[src/rtl/bus_pkg.sv]
// Shared types for the RV32I system bus: arbiter FSM states and funct3 size codes.
// Mode codes match what the control unit drives on L_mode/S_mode.
package bus_pkg;

    typedef enum logic [1:0] {
        IDLE   = 2'd0,
        SETUP  = 2'd1,
        ACCESS = 2'd2,
        RESP   = 2'd3
    } state_e;

    localparam logic [2:0] F3_B  = 3'b000;
    localparam logic [2:0] F3_H  = 3'b001;
    localparam logic [2:0] F3_W  = 3'b010;
    localparam logic [2:0] F3_BU = 3'b100;
    localparam logic [2:0] F3_HU = 3'b101;

endpackage

[src/rtl/bus_rr_pick.sv]
// Two-way round-robin winner select; purely combinational.
// On a tie the master that was not served last wins (last=1 means m1 was last).
module bus_rr_pick (
    input  logic [1:0] req,
    input  logic       last,
    output logic [1:0] win
);

    always_comb begin
        win = 2'b00;
        case (req)
            2'b01:   win = 2'b01;
            2'b10:   win = 2'b10;
            2'b11:   win = last ? 2'b01 : 2'b10;
            default: win = 2'b00;
        endcase
    end

endmodule

[src/rtl/rv_bus_arbiter.sv]
// Two-master round-robin arbiter onto one APB-style slave; 3 cycles req->ready plus slave waits.
// Optional ACCESS watchdog under BUS_ARB_TIMEOUT_EN aborts stalled transfers with mN_err.
module rv_bus_arbiter
    import bus_pkg::*;
#(
    parameter int ADDR_W  = 32,
    parameter int DATA_W  = 32,
    parameter int TIMEOUT = 16
) (
    input  logic              clk,
    input  logic              reset,
    input  logic              m0_req,
    input  logic [ADDR_W-1:0] m0_addr,
    input  logic              m0_we,
    input  logic [DATA_W-1:0] m0_wdata,
    input  logic [2:0]        m0_mode,
    output logic [DATA_W-1:0] m0_rdata,
    output logic              m0_ready,
    output logic              m0_err,
    input  logic              m1_req,
    input  logic [ADDR_W-1:0] m1_addr,
    input  logic              m1_we,
    input  logic [DATA_W-1:0] m1_wdata,
    input  logic [2:0]        m1_mode,
    output logic [DATA_W-1:0] m1_rdata,
    output logic              m1_ready,
    output logic              m1_err,
    output logic              s_sel,
    output logic              s_en,
    output logic [ADDR_W-1:0] s_addr,
    output logic              s_we,
    output logic [DATA_W-1:0] s_wdata,
    output logic [2:0]        s_mode,
    input  logic [DATA_W-1:0] s_rdata,
    input  logic              s_ready,
    output logic [1:0]        grant
);

    if (TIMEOUT < 2 || TIMEOUT > 255) begin : g_timeout_range
        $error("rv_bus_arbiter: TIMEOUT must be in 2..255");
    end

    state_e            state;
    state_e            state_nxt;
    logic [1:0]        win;
    logic              last;
    logic [DATA_W-1:0] rdata_q;
    logic              to_hit;
    logic              resp_err;

    bus_rr_pick u_pick (
        .req  ({m1_req, m0_req}),
        .last (last),
        .win  (win)
    );

`ifdef BUS_ARB_TIMEOUT_EN
    localparam logic [7:0] TO_LAST = 8'(TIMEOUT - 1);

    logic [7:0] to_cnt;
    logic       err_q;

    // SETUP always precedes ACCESS, so clearing there is "clear on entry".
    always_ff @(posedge clk or posedge reset) begin
        if (reset) begin
            to_cnt <= '0;
        end else if (state == SETUP) begin
            to_cnt <= '0;
        end else if (state == ACCESS && !s_ready) begin
            to_cnt <= to_cnt + 8'd1;
        end
    end

    assign to_hit = (state == ACCESS) && !s_ready && (to_cnt == TO_LAST);

    always_ff @(posedge clk or posedge reset) begin
        if (reset) begin
            err_q <= 1'b0;
        end else if (state == ACCESS && s_ready) begin
            err_q <= 1'b0;
        end else if (to_hit) begin
            err_q <= 1'b1;
        end
    end

    assign resp_err = err_q;
`else
    assign to_hit   = 1'b0;
    assign resp_err = 1'b0;
`endif

    always_ff @(posedge clk or posedge reset) begin
        if (reset) begin
            state <= IDLE;
        end else begin
            state <= state_nxt;
        end
    end

    always_comb begin
        state_nxt = state;
        case (state)
            IDLE:    if (win != 2'b00) state_nxt = SETUP;
            SETUP:   state_nxt = ACCESS;
            ACCESS:  if (s_ready || to_hit) state_nxt = RESP;
            RESP:    state_nxt = IDLE;
            default: state_nxt = IDLE;
        endcase
    end

    // Grant, pointer and slave attributes are captured together on leaving IDLE.
    always_ff @(posedge clk or posedge reset) begin
        if (reset) begin
            grant   <= 2'b00;
            last    <= 1'b1;
            s_addr  <= '0;
            s_we    <= 1'b0;
            s_wdata <= '0;
            s_mode  <= 3'b000;
        end else if (state == IDLE && win != 2'b00) begin
            grant <= win;
            last  <= win[1];
            if (win[1]) begin
                s_addr  <= m1_addr;
                s_we    <= m1_we;
                s_wdata <= m1_wdata;
                s_mode  <= m1_mode;
            end else begin
                s_addr  <= m0_addr;
                s_we    <= m0_we;
                s_wdata <= m0_wdata;
                s_mode  <= m0_mode;
            end
        end else if (state == RESP) begin
            grant <= 2'b00;
        end
    end

    always_ff @(posedge clk or posedge reset) begin
        if (reset) begin
            rdata_q <= '0;
        end else if (state == ACCESS && s_ready) begin
            rdata_q <= s_rdata;
        end else if (to_hit) begin
            rdata_q <= '0;
        end
    end

    assign s_sel = (state == SETUP) || (state == ACCESS);
    assign s_en  = (state == ACCESS);

    assign m0_ready = (state == RESP) && grant[0];
    assign m1_ready = (state == RESP) && grant[1];
    assign m0_err   = m0_ready && resp_err;
    assign m1_err   = m1_ready && resp_err;
    // Stores return zero; rdata_q already holds zero after a watchdog abort.
    assign m0_rdata = (m0_ready && !s_we) ? rdata_q : '0;
    assign m1_rdata = (m1_ready && !s_we) ? rdata_q : '0;

endmodule

[config.mk]
export PLATFORM = sky130hd
export DESIGN_NAME = rv_bus_arbiter
export DESIGN_NICKNAME = d
export VERILOG_FILES = /design/src/rtl/bus_pkg.sv /design/src/rtl/bus_rr_pick.sv /design/src/rtl/rv_bus_arbiter.sv
export SDC_FILE = /design/constraint.sdc
export NUM_CORES = 1
export LEC_CHECK = 0
export BUFFER_PORTS_ARGS = -buffer_cell sky130_fd_sc_hd__buf_2
export CAP_MARGIN = 20
export CORE_ASPECT_RATIO = 1.75
export CORE_MARGIN = 2
export CORE_UTILIZATION = 30
export CTS_CLUSTER_DIAMETER = 120
export DETAILED_ROUTE_END_ITERATION = 8
export PLACE_DENSITY = 0.56
export SYNTH_ARGS = -nofsm -noshare
export SYNTH_HDL_FRONTEND = slang
export SYNTH_SLANG_ARGS = --single-unit
[constraint.sdc]
create_clock -name clk -period 4.5 [get_ports clk]
set_input_delay 0 -clock clk [delete_from_list [all_inputs] [get_ports clk]]
set_output_delay 0 -clock clk [all_outputs]
set_load 0.03 [all_outputs]
# Word level (Yosys, flattened, before mapping)

Cells that the tools add are included.

Register bits after elaboration: 105
Input bits: 173
Output and inout port bits: 140
Word-level logic and storage cells: 41

Eq/ne operators: 8
Multiplexer cells: 13
Reduce and logical (&&, ||, !) cells: 12

Operators by type and width:

| cell                                                                   | number |
|---|---|
| 32-bit 2-to-1 mux                                                      | 4 |
| 2-bit 2-to-1 mux                                                       | 5 |
| 2-bit equality test (second input constant)                            | 4 |
| 2-bit case mux with 4 select lines                                     | 1 |
| 1-bit logical AND                                                      | 6 |
| 2-bit case mux with 3 select lines                                     | 1 |
| 2-bit by 1-bit equality test with 1-bit output (second input constant) | 2 |
| 2-bit by 1-bit != test with 1-bit output (second input constant)       | 2 |
| 2-bit nonzero test                                                     | 2 |
| 3-bit 2-to-1 mux                                                       | 1 |
| 2-bit zero test                                                        | 1 |
| 2-bit AND reduction                                                    | 1 |
| 1-bit zero test                                                        | 1 |
| 1-bit logical OR                                                       | 1 |
| 1-bit 2-to-1 mux                                                       | 1 |

# Depth between registers and ports, before layout

Depth in word-level cells: 5
Gate-level depth with buffers: 7

# By module

From an unflattened synthesis, not the netlist that was laid out.

Cell total of the unflattened synthesis: 468
Area total of the unflattened synthesis: 5059.9 µm²

Modules (own cells, without submodules):

| module         | times used | cells an instance | area an instance (µm²) |
|---|---|---|---|
| rv_bus_arbiter | 1          | 465               | 5041.1 |
| bus_rr_pick    | 1          | 3                 | 18.8 |

# Least setup slack after synthesis

Ideal clock, no wire load.

Path kind: flip-flop to flip-flop
Start point: register state[0]
End point: register rdata_q[0]
Setup time: 125 ps
Arrival time: 1645 ps
Path slack: 2731 ps
Cell stages (with the launch flop): 6
Cells stage by stage: dfrtp_1 -> inv_1 -> ha_1 -> nand2_1 -> buf_1 -> mux2_2

Word-level cells in the longest chain between the ends: 2

Ends and longest elaborated chain:

| what                   | RTL line              | text |
|---|---|---|
| from (decl)            | rv_bus_arbiter.sv:43  | `state_e state;` |
| from (signal assigned) | rv_bus_arbiter.sv:96  | `state <= state_nxt;` |
| 2-bit equality test    | -                     |  |
| net s_en               | rv_bus_arbiter.sv:29  | `output logic s_en,` |
| 1-bit logical AND      | rv_bus_arbiter.sv:142 | `end else if (state == ACCESS && s_ready) begin` |
| to (signal assigned)   | rv_bus_arbiter.sv:143 | `rdata_q <= s_rdata;` |
| to (decl)              | rv_bus_arbiter.sv:47  | `logic [DATA_W-1:0] rdata_q;` |

The timed path passes the listed nets, and every way through them passes these cells.
A chain may end at the register's enable or synchronous reset.

# Final worst setup path

Start point: register state[0]
End point: register s_wdata[27]

Word-level cells in the longest chain between the ends: 2

Ends and longest elaborated chain:

| what                 | RTL line              | text |
|---|---|---|
| 2-bit zero test      | rv_bus_arbiter.sv:120 | `end else if (state == IDLE && win != 2'b00) begin` |
| 1-bit logical AND    | rv_bus_arbiter.sv:120 |  |
| to (signal assigned) | rv_bus_arbiter.sv:126 | `s_wdata <= m1_wdata;` |
| to (signal assigned) | rv_bus_arbiter.sv:131 | `s_wdata <= m0_wdata;` |
| to (decl)            | rv_bus_arbiter.sv:32  | `output logic [DATA_W-1:0] s_wdata,` |

Every way passes these cells.

==> metrics.cfg <==
[final_layout]
fin_util_pct=50.5
syn2layout_area_growth_pct=65.7
multiInputGateArea_um2=2600
fill_cells=1738
drive_gt1_share_pct=39.9
register_area_um2=2630
fin_nets=1133

[detailed_routing]
first_pass_iters=4
antenna_left=0
drc=0
route.vias.total=5900
drtIter0Drc=292
via_per_inst=4.92
wl_per_cell_um=16.6
wirelength_um=19800

[clocking]
cts_root_buf=clkbuf_16
clk_latency_ns=0.35
cts_hold_buf=159
cts_tree=done
cts_resized=0
clk_pin_slew_ns=0.07
cts.htree.levels=3
cts_buffers=9
cts_setup_buffers=0
cts.path.max_buffers=2
clock_sink_count=105

[sta]
min_period_over_period_pct=65.1
slew_viol_final=0
setup_viol=0
period_minus_slack_ns=2.93
slew_headroom_pct=41.6
tightest_slew_ns=0.876
maxClockFrequency_mhz=341
finalHoldViolCount=0
fin_skew_ns=0.00874
rsz0062_at_grt=no
finalSetupTns_ns=0

[power]
vdd_ir_drop_max_uv=306
leakage_uw=0.00418
p_sw_uw=2510
pwr-share-clk_pct=13.2
switching_share_pct=42.6
cellPowerDensity_nw_per_um2=648
pwr-share-comb_pct=57.0
p_int_uw=3370
power_frac_seq_pct=29.8

[place]
place_congestion=0.830
hpwl_um=13000
numPortBuffers=310

[global_routing]
gr-usage-met1_pct=22.6
antenna_found_initial=4
grt_util_met3_pct=4.41
grt_pass1_vias=5883
grt_use_total_pct=19.9
grtUsageMet2_pct=35.5
top_usage_layer=met2
grt.overflow.total=0
grt_max_degree=69
grt_pass1_wl_um=30700

[synth]
synth_top_area_share_pct=47.5
dominantRegCellSynth=dfrtp_1
synthTopCellsByCount=104 x dfrtp_1, 67 x and2_1, 37 x o22ai_1
synth.avg_cell_area_um2=10.7
yosysWarningCount=0
synthArstFlopShare_pct=100
netlist_area_um2=5480
synth_seq_cells=105
synthesis.instances=512
yosysTopAreaCell=dfrtp_1
synth.most_common_cell=dfrtp_1
ys_seq_area_share_pct=48.0
synth_enable_flop_cells=0
netlist-cell-type-count=32
ys_top_cells_by_area=dfrtp_1 48%, and2_1 7.7%, mux2_2 6.8%

[setup_path]
cp-start-kind=flip-flop
worst_setup_path_startpoint=state[0]$_DFFE_PP0P_
crit_type=flip-flop to flip-flop
crit_fanout=35
r2r-start=state[0]$_DFFE_PP0P_
crit_required_ns=4.73
critPathArrivalTime_ns=3.16
endpoint_kind=flip-flop

[run]
max-cap-violations=0

[worst_hold_path]
worstHoldStart=m1_addr[19]
holdCritPathClass=input port to flip-flop

[die]
die_y_um=183
fp.dieW_um=106
dieArea_um2=19400
coreArea_um2=18000
initial_core_util_pct=30.5
floorplan.io_pins=313
rows=65

[status]
status=finished clean

-- cell usage in the layout, fill, tap and decap left out, types with 2 or more instances in the layout --
cell type / count
ha_1: 3
dlygate4sd3_1: 159
nor2b_1: 2
buf_2: 310
nor3_1: 33
o21ai_0: 30
conb_1: 2
or2b_1: 7
diode_2: 3
nand2b_1: 29
a211oi_1: 33
o22ai_1: 37
dfrtp_1: 104
nand3b_1: 30
nand2_1: 5
mux2_2: 33
clkbuf_16: 9
buf_4: 10
o221a_2: 7
o221a_1: 28
clkinv_4: 2
inv_1: 3
and2_1: 67
-- area by class of cell --
type                    count  area share, %
well taps                 234           3.23
multi-input cells         355           28.6
flip-flops and latches    105           29.0
inverters                   5          0.234
clock buffers              10           2.63
diodes                      3         0.0827
clock inverters             6          0.551
repair buffers            480           35.7
-- power by group through the flow --
| stage | clock network (uW) | registers (uW) | logic [uW] |
|---|---|---|---|
| 2_1_floorplan | 0 | 2320 | 1390 |
| 3_3_place_gp | 0 | 1750 | 2740 |
| 3_5_place_dp | 0 | 1750 | 2770 |
| 4_1_cts | 817 | 1750 | 3330 |
| 5_1_grt | 854 | 1830 | 3590 |
| 6_report | 778 | 1750 | 3350 |
-- metrics by stage --
stage,power (uW),area [um^2],std cells,hold slack [ns],setup slack (ns)
6_report,5880,9080,1198,0.00509,1.57
2_1_floorplan,3710,5480,513,0.150,1.74
3_3_place_gp,4490,7170,1019,0.233,2.13
5_1_grt,6270,9070,1197,0.0246,1.36
3_5_place_dp,4520,7170,1019,0.233,2.10
4_1_cts,5900,9050,1194,0.00246,1.55
-- worst max-delay path: stages (launching register included) --
cell           delay (ns)
dfrtp_1              0.40
inv_1                0.12
ha_2                 0.55
nand2_1              0.34
o21bai_4             0.47
o221a_2              0.36
dlygate4sd3_1        0.55
-- final timing paths --
path | cells past startpoint | to | slack, ns
min | 3 | s_addr[19]$_DFFE_PP0N_ | 0.005
min in group asynchronous | 3 | rdata_q[0]$_DFFE_PP0P_ | 0.37
min reg2reg | 1 | rdata_q[5]$_DFFE_PP0P_ | 0.52
max | 6 | s_wdata[27]$_DFFE_PP0N_ | 1.57
max reg2reg | 6 | s_wdata[27]$_DFFE_PP0N_ | 1.57
max in group asynchronous | 4 | s_wdata[27]$_DFFE_PP0N_ | 3.07
-- layer usage --
metal,vias up,routed length [um]
met4,2,748
met3,49,1380
met2,260,10100
met5,-,13
li1,2789,-
met1,2800,7570
-- flip-flops by register name (all words and copies together) (netlist names) --
register  count
grant         2
last          1
rdata_q      32
s_addr       32
s_mode        3
s_wdata      32
s_we          1
state         2
-- cell families after synthesis --
| logic type | share of synthesized area (%) |
|---|---|
| AND/OR/NAND/NOR | 20.0 |
| AO/OA/AOI/OAI | 19.6 |
| flip-flops | 48.0 |
| buffers and inverters | 4.68 |
| multiplexers | 6.78 |
| adder cells (fa/ha/maj) | 0.914 |
| other | 0.0685 |
Note: power is estimated with default switching activity, not from simulation.
